<file path="config.mk">
export PLATFORM = sky130hd
export DESIGN_NAME = rtc_mc_bus_fsm
export DESIGN_NICKNAME = d
export VERILOG_FILES = /design/src/rtl/rtc_mc_bus_fsm.sv
export SDC_FILE = /design/constraint.sdc
export NUM_CORES = 1
export LEC_CHECK = 0
export CELL_PAD_IN_SITES_DETAIL_PLACEMENT = 1
export CELL_PAD_IN_SITES_GLOBAL_PLACEMENT = 1
export CORE_ASPECT_RATIO = 1.4
export CORE_MARGIN = 1
export CORE_UTILIZATION = 35
export DETAILED_ROUTE_END_ITERATION = 12
export GPL_ROUTABILITY_DRIVEN = 0
export PLACE_DENSITY = 0.93
export SLEW_MARGIN = 25
export SYNTH_ARGS = -nofsm -noshare
export SYNTH_HDL_FRONTEND = slang
export SYNTH_SLANG_ARGS = --single-unit
</file>
<file path="constraint.sdc">
create_clock -name i_clk -period 3.8 [get_ports i_clk]
set_input_delay 0.38 -clock i_clk [delete_from_list [all_inputs] [get_ports i_clk]]
set_output_delay 0.38 -clock i_clk [all_outputs]
set_load 0.02 [all_outputs]
</file>
<file path="src/rtl/rtc_mc_bus_fsm.sv">
// rtl/rtc_mc_bus_fsm.sv - host bus front end turning chip-select/strobe cycles into one qualified internal access
//
// Ports:
//   i_clk, i_reset_n          clock, asynchronous active-low reset
//   i_cs, i_rd, i_wr          host chip select and read/write strobes
//   i_host_addr, i_host_wdata host address and write data
//   o_host_rdata              read data held for the host until the cycle ends
//   o_host_ready              access complete, held until i_cs drops
//   o_err                     one-cycle pulse: illegal strobe pair or aborted access
//   o_rd_en, o_wr_en          enables to the read / write channel
//   o_addr, o_wdata           latched address / write data to the channels
//   o_ack                     one-cycle acknowledge to the channels
//   i_rd_data                 gated read data from the read channel

module rtc_mc_bus_fsm #(
  parameter int WAIT_CYCLES = 2,
  parameter int CNT_W       = 4
) (
  input  logic        i_clk,
  input  logic        i_reset_n,
  input  logic        i_cs,
  input  logic        i_rd,
  input  logic        i_wr,
  input  logic [5:0]  i_host_addr,
  input  logic [31:0] i_host_wdata,
  output logic [31:0] o_host_rdata,
  output logic        o_host_ready,
  output logic        o_err,
  output logic        o_rd_en,
  output logic        o_wr_en,
  output logic [5:0]  o_addr,
  output logic [31:0] o_wdata,
  output logic        o_ack,
  input  logic [31:0] i_rd_data
);

  typedef enum logic [1:0] {
    S_IDLE   = 2'd0,
    S_ACCESS = 2'd1,
    S_ACK    = 2'd2,
    S_DONE   = 2'd3
  } state_t;

  state_t             state_q, state_d;
  logic [CNT_W-1:0]   cnt_q, cnt_d;
  logic               lock_q, lock_d;
  logic [31:0]        host_rdata_q, host_rdata_d;
  logic               host_ready_q, host_ready_d;
  logic               err_q, err_d;
  logic               rd_en_q, rd_en_d;
  logic               wr_en_q, wr_en_d;
  logic [5:0]         addr_q, addr_d;
  logic [31:0]        wdata_q, wdata_d;
  logic               ack_q, ack_d;

  logic req_rd, req_wr, req_bad;

  assign req_rd  = i_cs & i_rd & ~i_wr;
  assign req_wr  = i_cs & i_wr & ~i_rd;
  assign req_bad = i_cs & i_rd & i_wr;

  // Every output is the registered copy of its *_d value, so the host and
  // channels never see combinational paths through the state decode.
  always_comb begin
    state_d      = state_q;
    cnt_d        = cnt_q;
    lock_d       = 1'b0;
    host_rdata_d = host_rdata_q;
    host_ready_d = host_ready_q;
    err_d        = 1'b0;
    ack_d        = 1'b0;
    rd_en_d      = rd_en_q;
    wr_en_d      = wr_en_q;
    addr_d       = addr_q;
    wdata_d      = wdata_q;

    case (state_q)
      S_IDLE: begin
        if (req_bad) begin
          // Pulse once per illegal episode; lock holds off repeats while
          // both strobes stay high.
          err_d  = ~lock_q;
          lock_d = 1'b1;
        end else if (req_rd || req_wr) begin
          addr_d  = i_host_addr;
          if (req_wr) begin
            wdata_d = i_host_wdata;
          end
          rd_en_d = req_rd;
          wr_en_d = req_wr;
          cnt_d   = CNT_W'(WAIT_CYCLES);
          state_d = S_ACCESS;
        end
      end

      S_ACCESS: begin
        if (!i_cs) begin
          rd_en_d = 1'b0;
          wr_en_d = 1'b0;
          err_d   = 1'b1;
          cnt_d   = '0;
          state_d = S_IDLE;
        end else if (cnt_q == '0) begin
          ack_d   = 1'b1;
          state_d = S_ACK;
        end else begin
          cnt_d = cnt_q - CNT_W'(1);
        end
      end

      S_ACK: begin
        // Read data is captured on the edge leaving ACK, while the read
        // channel is still enabled and driving its gated output.
        if (rd_en_q) begin
          host_rdata_d = i_rd_data;
        end
        rd_en_d      = 1'b0;
        wr_en_d      = 1'b0;
        host_ready_d = 1'b1;
        state_d      = S_DONE;
      end

      S_DONE: begin
        if (!i_cs) begin
          host_ready_d = 1'b0;
          state_d      = S_IDLE;
        end
      end

      default: begin
        state_d = S_IDLE;
      end
    endcase
  end

  always_ff @(posedge i_clk or negedge i_reset_n) begin
    if (!i_reset_n) begin
      state_q      <= S_IDLE;
      cnt_q        <= '0;
      lock_q       <= 1'b0;
      host_rdata_q <= '0;
      host_ready_q <= 1'b0;
      err_q        <= 1'b0;
      rd_en_q      <= 1'b0;
      wr_en_q      <= 1'b0;
      addr_q       <= '0;
      wdata_q      <= '0;
      ack_q        <= 1'b0;
    end else begin
      state_q      <= state_d;
      cnt_q        <= cnt_d;
      lock_q       <= lock_d;
      host_rdata_q <= host_rdata_d;
      host_ready_q <= host_ready_d;
      err_q        <= err_d;
      rd_en_q      <= rd_en_d;
      wr_en_q      <= wr_en_d;
      addr_q       <= addr_d;
      wdata_q      <= wdata_d;
      ack_q        <= ack_d;
    end
  end

  assign o_host_rdata = host_rdata_q;
  assign o_host_ready = host_ready_q;
  assign o_err        = err_q;
  assign o_rd_en      = rd_en_q;
  assign o_wr_en      = wr_en_q;
  assign o_addr       = addr_q;
  assign o_wdata      = wdata_q;
  assign o_ack        = ack_q;

endmodule
</file>
### Word level (Yosys, flattened, before mapping)

Cells that the tools add are included.
W data, S select, Z words.

* logic and storage cells: 70
* register bits: 82
* bits of input ports: 75

* mux-type cells: 27
* equality and inequality tests: 9
* bitwise logic cells: 9
* $add $sub $neg: 1
* reduce and logical (&&, ||, !) cells: 13

Operators by type and width (count)
* $mux W4: 4
* $reduce_and A4 Y1: 4
* $mux W1: 12
* $mux W2: 5
* $ne A2 B2 Y1 const B: 4
* $pmux W2 S4: 1
* $pmux W4 S2: 1
* $ne A3 B3 Y1 const B: 2
* $pmux W1 S3: 2
* $and A1 B1 Y1: 5
* $eq A2 B2 Y1 const B: 2
* $logic_not A4 Y1: 1
* $not A1 Y1: 4
* $pmux W1 S2: 2
* $reduce_and A2 Y1: 2
* $reduce_bool A2 Y1: 2
* $sub A4 B1 Y4 const B: 1
* $reduce_and A3 Y1: 1
* $reduce_bool A3 Y1: 1
* $eq A2 B1 Y1 const B: 1
* $logic_not A2 Y1: 1
* $logic_or A1 B1 Y1: 1

### Logic depth before layout (Yosys ltp)

Gate-level depths: netlist of the first run.

* word-level depth: 6
* depth in mapped cells: 6
* depth with buffers taken out: 6

### Least setup slack after synthesis of the first run

Ideal clock, no wire load.

* path type: reg-to-reg
* start point: reg state_q[0]
* end point: reg host_rdata_q[0], in the netlist o_host_rdata[0]
* required time: 3.675 ns
* arrival: 1.535 ns
* slack: 2.140 ns
* buffers on the path: 1
* cell stages (with the launch flop): 6
* library setup time: 0.125 ns
* cell sequence: dfrtp_1 inv_1 ha_1 nand2_1 buf_1 mux2_2

* word-level cells in the longest chain between the ends: 2

RTL lines
* start: declaration: line 44 `state_t state_q, state_d;`
* start signal: assignment: line 150 `state_q <= state_d;`
* $eq A2 B2 Y1: line 77 `case (state_q)`
* $reduce_and A2 Y1 (no source line)
* end signal: assignment: line 153 `host_rdata_q <= host_rdata_d;`
* end: declaration: line 47 `logic [31:0] host_rdata_q, host_rdata_d;`

No other way between the ends.
A chain may end at the register's enable or synchronous reset.

### Final worst setup path of the first run

* start point: reg state_q[0]
* end point: reg wdata_q[6], in the netlist o_wdata[6]

* word-level cells in the longest chain between the ends: 2

RTL lines
* $logic_not A2 Y1: line 77
* $reduce_and A4 Y1 (no source line)
* end signal: assignment: line 159 `wdata_q <= wdata_d;`
* end: declaration: line 53 `logic [31:0] wdata_q, wdata_d;`

No other way between the ends.

==> results of run 1 <==
worst max-delay path by stage:
stage                          start               to  slack, ns  depth (start not counted)
after global routing      state_q[0]          o_wr_en       1.78                          5
after CTS                 state_q[0]       o_wdata[6]       1.88                          5
after detailed placement        i_cs       o_wdata[6]       1.60                          4
after global placement          i_cs      o_wdata[20]       1.70                          4
after floorplan           state_q[0]  o_host_rdata[0]       2.14                          5
final                     state_q[0]       o_wdata[6]       1.90                          5
routing by layer:
layer  track usage  wire length, um  vias up
met3        0.0396              457       14
li1              -                -     1067
met5             0                0        -
met4         0.106              214        0
met2         0.353             5040       92
met1         0.188             3100     1186
per-stage QoR:
stage | setup WS, ns | utilization | power, uW | hold slack [ns]
after CTS | 1.88 | 0.579 | 4680 | 0.267
after detailed placement | 1.60 | 0.541 | 3650 | 0.493
final | 1.90 | 0.580 | 4620 | 0.0922
after floorplan | 2.14 | - | 2560 | 0.0844
after global placement | 1.70 | 0.541 | 3540 | 0.479
after global routing | 1.78 | 0.580 | 4850 | 0.150
layout make-up:
type	count	area, um2
tap	107	134
clock buffer	12	246
inverter	7	26.3
fill	918	3790
sequential	82	2050
clock inverter	4	98.8
multi-input combinational	121	1170
timing repair buffer	151	1510
critical path: cells and delay by family, from the launching register on:
family                     cells  cell delay [ns]
adders and majority gates      1             0.27
and+or+nand+nor                1             0.13
muxes                          1             0.40
buffers and inverters          2             0.51
DFF                            1             0.45
registers in the layout (all words and copies together) (netlist names), named ones only:
| signal | flops |
|---|---|
| o_host_ready | 1 |
| o_err | 1 |
| state_q | 1 |
| cnt_q | 4 |
| o_ack | 1 |
| o_wr_en | 1 |
| o_addr | 6 |
| o_host_rdata | 32 |
| o_wdata | 32 |
| o_rd_en | 1 |
| lock_q | 1 |
cell families (layout without fill, tap and decap cells):
kind of cell | count (synthesis) | count (layout) | share of synthesized area
muxes | 74 | 74 | 0.254
and+or+nand+nor | 24 | 24 | 0.0416
buffers and inverters | 14 | 174 | 0.0172
AOI/OAI and AO/OA | 15 | 15 | 0.0317
adders and majority gates | 7 | 7 | 0.0267
DFF | 82 | 82 | 0.626
xor gates and xnor gates | 1 | 1 | 0.00267
layout by cell type (no fill, tap or decap), types with 3 or more instances in the layout:
cell | netlist | final
dfrtp_1 | 82 | 82
mux2_2 | 71 | 71
clkdlybuf4s50_1 | 0 | 148
clkbuf_16 | 0 | 9
nand2_1 | 6 | 6
or3_1 | 3 | 3
ha_1 | 7 | 7
nor2_1 | 5 | 5
o21ai_0 | 6 | 6
bufinv_16 | 0 | 3
inv_1 | 7 | 7
power by group:
part / switching [uW] / internal, uW
Clock: 343 / 662
Sequential: 230 / 1290
Combinational: 982 / 1110
==> run summary, run 1 <==
STATUS
--------------------------------------------------------------------------------
Result of the run .................................................    completed

CLOCKING
--------------------------------------------------------------------------------
Worst-Skew Late Latency ...........................................      0.34 ns
CTS hold repair buffers ...........................................            0
Clock transition at the registers of the reported paths ...........      0.06 ns
Clock tree from TritonCTS .........................................        built
Post-CTS Repair Setup Buffers .....................................            0
H-tree levels .....................................................            3
Clock Sinks .......................................................           82
Post-cts gate resize count ........................................            0
Cell chosen for the clock root ....................................    clkbuf_16
Maximum clock path buffer count ...................................            2
TritonCTS buffer count ............................................            9

ROUTING
--------------------------------------------------------------------------------
Number of DRC violations after detailed-routing iteration 0 .......           86
Final routed wire length divided by cell count ....................      18.2 um
Total iterations of the first detailed-routing run ................            3
Via-to-Cell Ratio .................................................         4.87
DR DRC count ......................................................            0
Final ANT Viol Nets ...............................................            0
Routed Wire Length ................................................      8820 um
Count of vias placed by the detailed router .......................         2359

TIMING
--------------------------------------------------------------------------------
Final setup violation count .......................................            0
Setup TNS .........................................................         0 ns
Period Utilization, post-route ....................................        0.500
Fin. Hold Viols ...................................................            0
Min Clock Period, post-route ......................................      1.90 ns
Number of slew-limit violations in the final report ...............            0
Setup Skew ........................................................   0.00872 ns
Max-slew headroom .................................................        0.499
Max Clock Freq ....................................................      526 MHz
Slew at the pin with the worst max-slew slack .....................     0.751 ns
Setup repair after global routing missed its margin ...............        false

FLOORPLAN
--------------------------------------------------------------------------------
Effective utilization at floorplan ................................        0.363
Die area ..........................................................     9760 um2
Number of standard-cell rows in the floorplan .....................           41
Number of placed I/O pins .........................................          150
Floorplan core area ...............................................     9030 um2
Die height ........................................................       116 um
DIE WIDTH .........................................................      83.8 um

WORST SETUP PATH
--------------------------------------------------------------------------------
Worst reg-to-reg setup slack ......................................      1.90 ns
Critical register-to-register path startpoint .....................   state_q[0]
Critical Path RT ..................................................      4.02 ns
Crit path kind ....................................................   reg -> reg
Crit Reg-Reg Endpoint .............................................   o_wdata[6]
Arrival @ worst endpoint ..........................................      2.12 ns
Critical path startpoint category .................................     register
Standard cell with the maximum stage delay on the critical path ...      dfrtp_1
Max stage delay on crit path ......................................      0.45 ns
Worst-case reg-to-reg path depth ..................................            5
Cell Chain, Critical Path ......................................... inv_1 > ha_1 > nand4b_1 > buf_4 > mux2_2
Top fanout value on the critical path .............................           32
Sort of element at the end of the critical path ...................     register

RUN
--------------------------------------------------------------------------------
Count of max-cap constraint violations ............................            0

SYNTH
--------------------------------------------------------------------------------
Ranking of synthesized cells by instance count .................... dfrtp_1, mux2_2, ha_1, inv_1
Count of different cell masters after synthesis ...................           31
Cell accounting for the most synthesized area .....................      dfrtp_1
Dominant cell by count in the synthesized netlist .................      dfrtp_1
Share of async-settable or async-resettable flops after synthesis .         1.00
Post-synthesis net count ..........................................          299
Mapped Cells ......................................................          217
Synth area leaders ................................................ dfrtp_1, mux2_2, ha_1
Sequential cell area fraction in the yosys report .................        0.626
Warnings, synthesis ...............................................            0
Summed instance area of the synthesized netlist ...................     3280 um2
Leading register cell type out of synthesis .......................      dfrtp_1
Top cell type's share of synthesized area .........................        0.626
Synth Area per Inst ...............................................     15.1 um2
#FFs+latches synth ................................................           82
Number of flops mapped to enable cells by yosys ...................            0

PWR
--------------------------------------------------------------------------------
Maximum ir drop on the vdd rail ...................................     0.424 mV
Power density normalized to cell area .............................   883 nW/um2
Standby leakage power .............................................   0.00223 uW

GLOBAL ROUTING
--------------------------------------------------------------------------------
Vias in the first global route ....................................         2622
Overflow left after global routing ................................            0
Pin count of the biggest net entering global routing ..............           83
Antenna violations before repair ..................................            0
GRT Total Usage ...................................................        0.186
Wire length of the first global-routing pass ......................     13700 um

PLACE
--------------------------------------------------------------------------------
Placed cell areas .................................................     4880 um2
Half-perimeter wire length after placement ........................      6420 um
Placed Cells ......................................................          468
# port buffers ....................................................          149

LAYOUT
--------------------------------------------------------------------------------
Diode insertion count for antenna repair ..........................            0
Cell Count, Final, Fillers Out ....................................          484
Layout Cell Area excl Fill ........................................     5230 um2
Relative area change from synthesis to final layout ...............        59.7%
Post-layout net count .............................................          454
Fraction of final layout cells sized beyond drive strength 1 ......        0.241

WORST HOLD PATH
--------------------------------------------------------------------------------
HP Class ..........................................................  in -> async

Note: power is estimated with default switching activity, not from simulation.
==> run 2: changes to the inputs <==
CORE_UTILIZATION = 32   (was 35)
PLACE_DENSITY = 0.86   (was 0.93)
clock period = 1.8 ns   (was 3.8 ns; I/O delays follow)
==> run summary, run 2 (synthesis gave the netlist of run 1 again) <==
TIMING
------------------------------------------------------------------------------
Worst hold margin ...............................................     0.277 ns
Max Clock Freq ..................................................      579 MHz
Fin. Hold Viols .................................................            0
Slew at the pin with the worst max-slew slack ...................     0.354 ns
Final setup violation count .....................................            0
Setup Skew ......................................................   0.00768 ns
Period Utilization, post-route ..................................        0.959
Max-slew headroom ...............................................        0.763
PnR worst setup slack ...........................................    0.0740 ns
Min Clock Period, post-route ....................................      1.73 ns
Number of slew-limit violations in the final report .............            0

FLOORPLAN
------------------------------------------------------------------------------
Number of standard-cell rows in the floorplan ...................           43
Effective utilization at floorplan ..............................        0.329
Floorplan core area .............................................     9950 um2
Die area ........................................................    10700 um2
DIE WIDTH .......................................................      87.5 um
Die height ......................................................       122 um
Number of placed I/O pins .......................................          150

LAYOUT
------------------------------------------------------------------------------
Diode insertion count for antenna repair ........................            0
Filler Cells Inserted ...........................................          982
Post-layout net count ...........................................          467
Most common cell after layout, fill and taps aside .............. clkdlybuf4s50_1
Fraction of final layout cells sized beyond drive strength 1 ....        0.269
Final core utilization ..........................................        0.541
Relative area change from synthesis to final layout .............        64.4%
Most frequent cells in the layout ............................... clkdlybuf4s50_1, dfrtp_1, mux2_2

PWR
------------------------------------------------------------------------------
Share of power burned in the clock network ......................        0.198
Fraction of power consumed by combinational cells ...............        0.470
Overall power ...................................................      9710 uW
Maximum ir drop on the vdd rail .................................     0.907 mV
Sequential group share of total power ...........................        0.331
Switching power as a share of total power .......................        0.339
Standby leakage power ...........................................   0.00229 uW
P_int ...........................................................      6420 uW
Reported net switching power ....................................      3290 uW
Power density normalized to cell area ...........................  1800 nW/um2

GLOBAL ROUTING
------------------------------------------------------------------------------
Wire length of the first global-routing pass ....................     13400 um
Pin count of the biggest net entering global routing ............           46
GRT Total Usage .................................................        0.169
Vias in the first global route ..................................         2742
Antenna violations before repair ................................            0
Overflow left after global routing ..............................            0

WORST SETUP PATH
------------------------------------------------------------------------------
Worst setup path startpoint .....................................     cnt_q[0]
Critical register-to-register path startpoint ...................     cnt_q[0]
Standard cell with the maximum stage delay on the critical path .        or3_4
Cell Chain, Critical Path ....................................... inv_1 > ha_1 > nor2b_1 > nor3b_2 > or3_4 > a32o_1
Critical path startpoint category ...............................     register
Crit path kind ..................................................   reg -> reg
Sort of element at the end of the critical path .................     register
Critical Path RT ................................................      2.01 ns
Top fanout value on the critical path ...........................            3
Arrival @ worst endpoint ........................................      1.94 ns
Max stage delay on crit path ....................................      0.40 ns
Worst reg-to-reg setup slack ....................................      0.07 ns

ROUTING
------------------------------------------------------------------------------
Number of DRC violations after detailed-routing iteration 0 .....           39
Count of vias placed by the detailed router .....................         2399
Final ANT Viol Nets .............................................            0
Via-to-Cell Ratio ...............................................         4.57
Final routed wire length divided by cell count ..................      16.7 um
Total iterations of the first detailed-routing run ..............            3
Routed Wire Length ..............................................      8780 um
DR DRC count ....................................................            0

PLACE
------------------------------------------------------------------------------
Post-Place Worst Slack ..........................................   -0.0341 ns
# port buffers ..................................................          149
Half-perimeter wire length after placement ......................      6400 um

CLOCKING
------------------------------------------------------------------------------
TritonCTS buffer count ..........................................            9
Clock transition at the registers of the reported paths .........      0.06 ns
Clock Sinks .....................................................           82
Cell chosen for the clock root ..................................    clkbuf_16
Clock tree from TritonCTS .......................................        built
Worst-Skew Late Latency .........................................      0.33 ns
Maximum clock path buffer count .................................            2
H-tree levels ...................................................            3

STATUS
------------------------------------------------------------------------------
Result of the run ...............................................    completed

WORST HOLD PATH
------------------------------------------------------------------------------
HP Class ........................................................  in -> async

RUN
------------------------------------------------------------------------------
Count of max-cap constraint violations ..........................            0

## run 2: area by class of cell
cell class              count  area (um2)  area share
clock buffers              12         236      0.0439
repair buffers            164        1640       0.305
clock inverters             4        76.3      0.0142
inverters                   7        26.3     0.00488
flip-flops and latches     82        2050       0.381
well taps                 135         169      0.0314
multi-input cells         121        1180       0.220
## run 2: final timing paths
path,endpoint,cells after the start
worst max-delay path,cnt_q[2],6
worst min-delay path,o_wdata[9],2
worst max register to register,cnt_q[2],6
worst min register to register,o_host_rdata[1],1
max in group asynchronous,cnt_q[3],3
min in group i_clk,o_wdata[12],2
## run 2: power groups by stage
| stage | sequential [uW] | clock, uW | combinational, uW |
|---|---|---|---|
| 4_1_cts | 3230 | 1980 | 4580 |
| 3_3_place_gp | 3160 | 0 | 4420 |
| 2_1_floorplan | 4220 | 0 | 1170 |
| 3_5_place_dp | 3250 | 0 | 4540 |
| 5_1_grt | 3330 | 2060 | 4840 |
| 6_report | 3220 | 1930 | 4570 |
## run 2: per-layer routing
metal,global-route usage,wire [um],vias to the layer above
met4,0.0543,113,0
met2,0.311,4870,101
met1,0.177,3110,1192
met5,0,0,-
li1,-,-,1096
met3,0.0596,680,10
## run 2: repair_timing
action                                  in CTS  in global routing
resized for setup                            1                  3
endpoints found under the setup margin       3                  4
pin swaps                                    0                  0
endpoints found under the hold margin       19                  0
buffers inserted                             0                  1
hold buffers                                 1                  0
## run 2: critical path, delay by kind of cell (launching register included)
family	cells	cell delay (ns)
AO/OA/AOI/OAI	1	0.21
adder cells (fa/ha/maj)	1	0.24
buffers and inverters	1	0.06
flip-flops	1	0.36
AND/OR/NAND/NOR	3	0.74
## run 2: stage by stage
step                      TNS (ns)  instance area [um2]  cells
after floorplan                  0                 3280    217
after global placement           0                 5040    507
after detailed placement   -0.0746                 5040    507
after CTS                        0                 5360    524
after global routing       -0.0161                 5390    525
final                            0                 5390    525
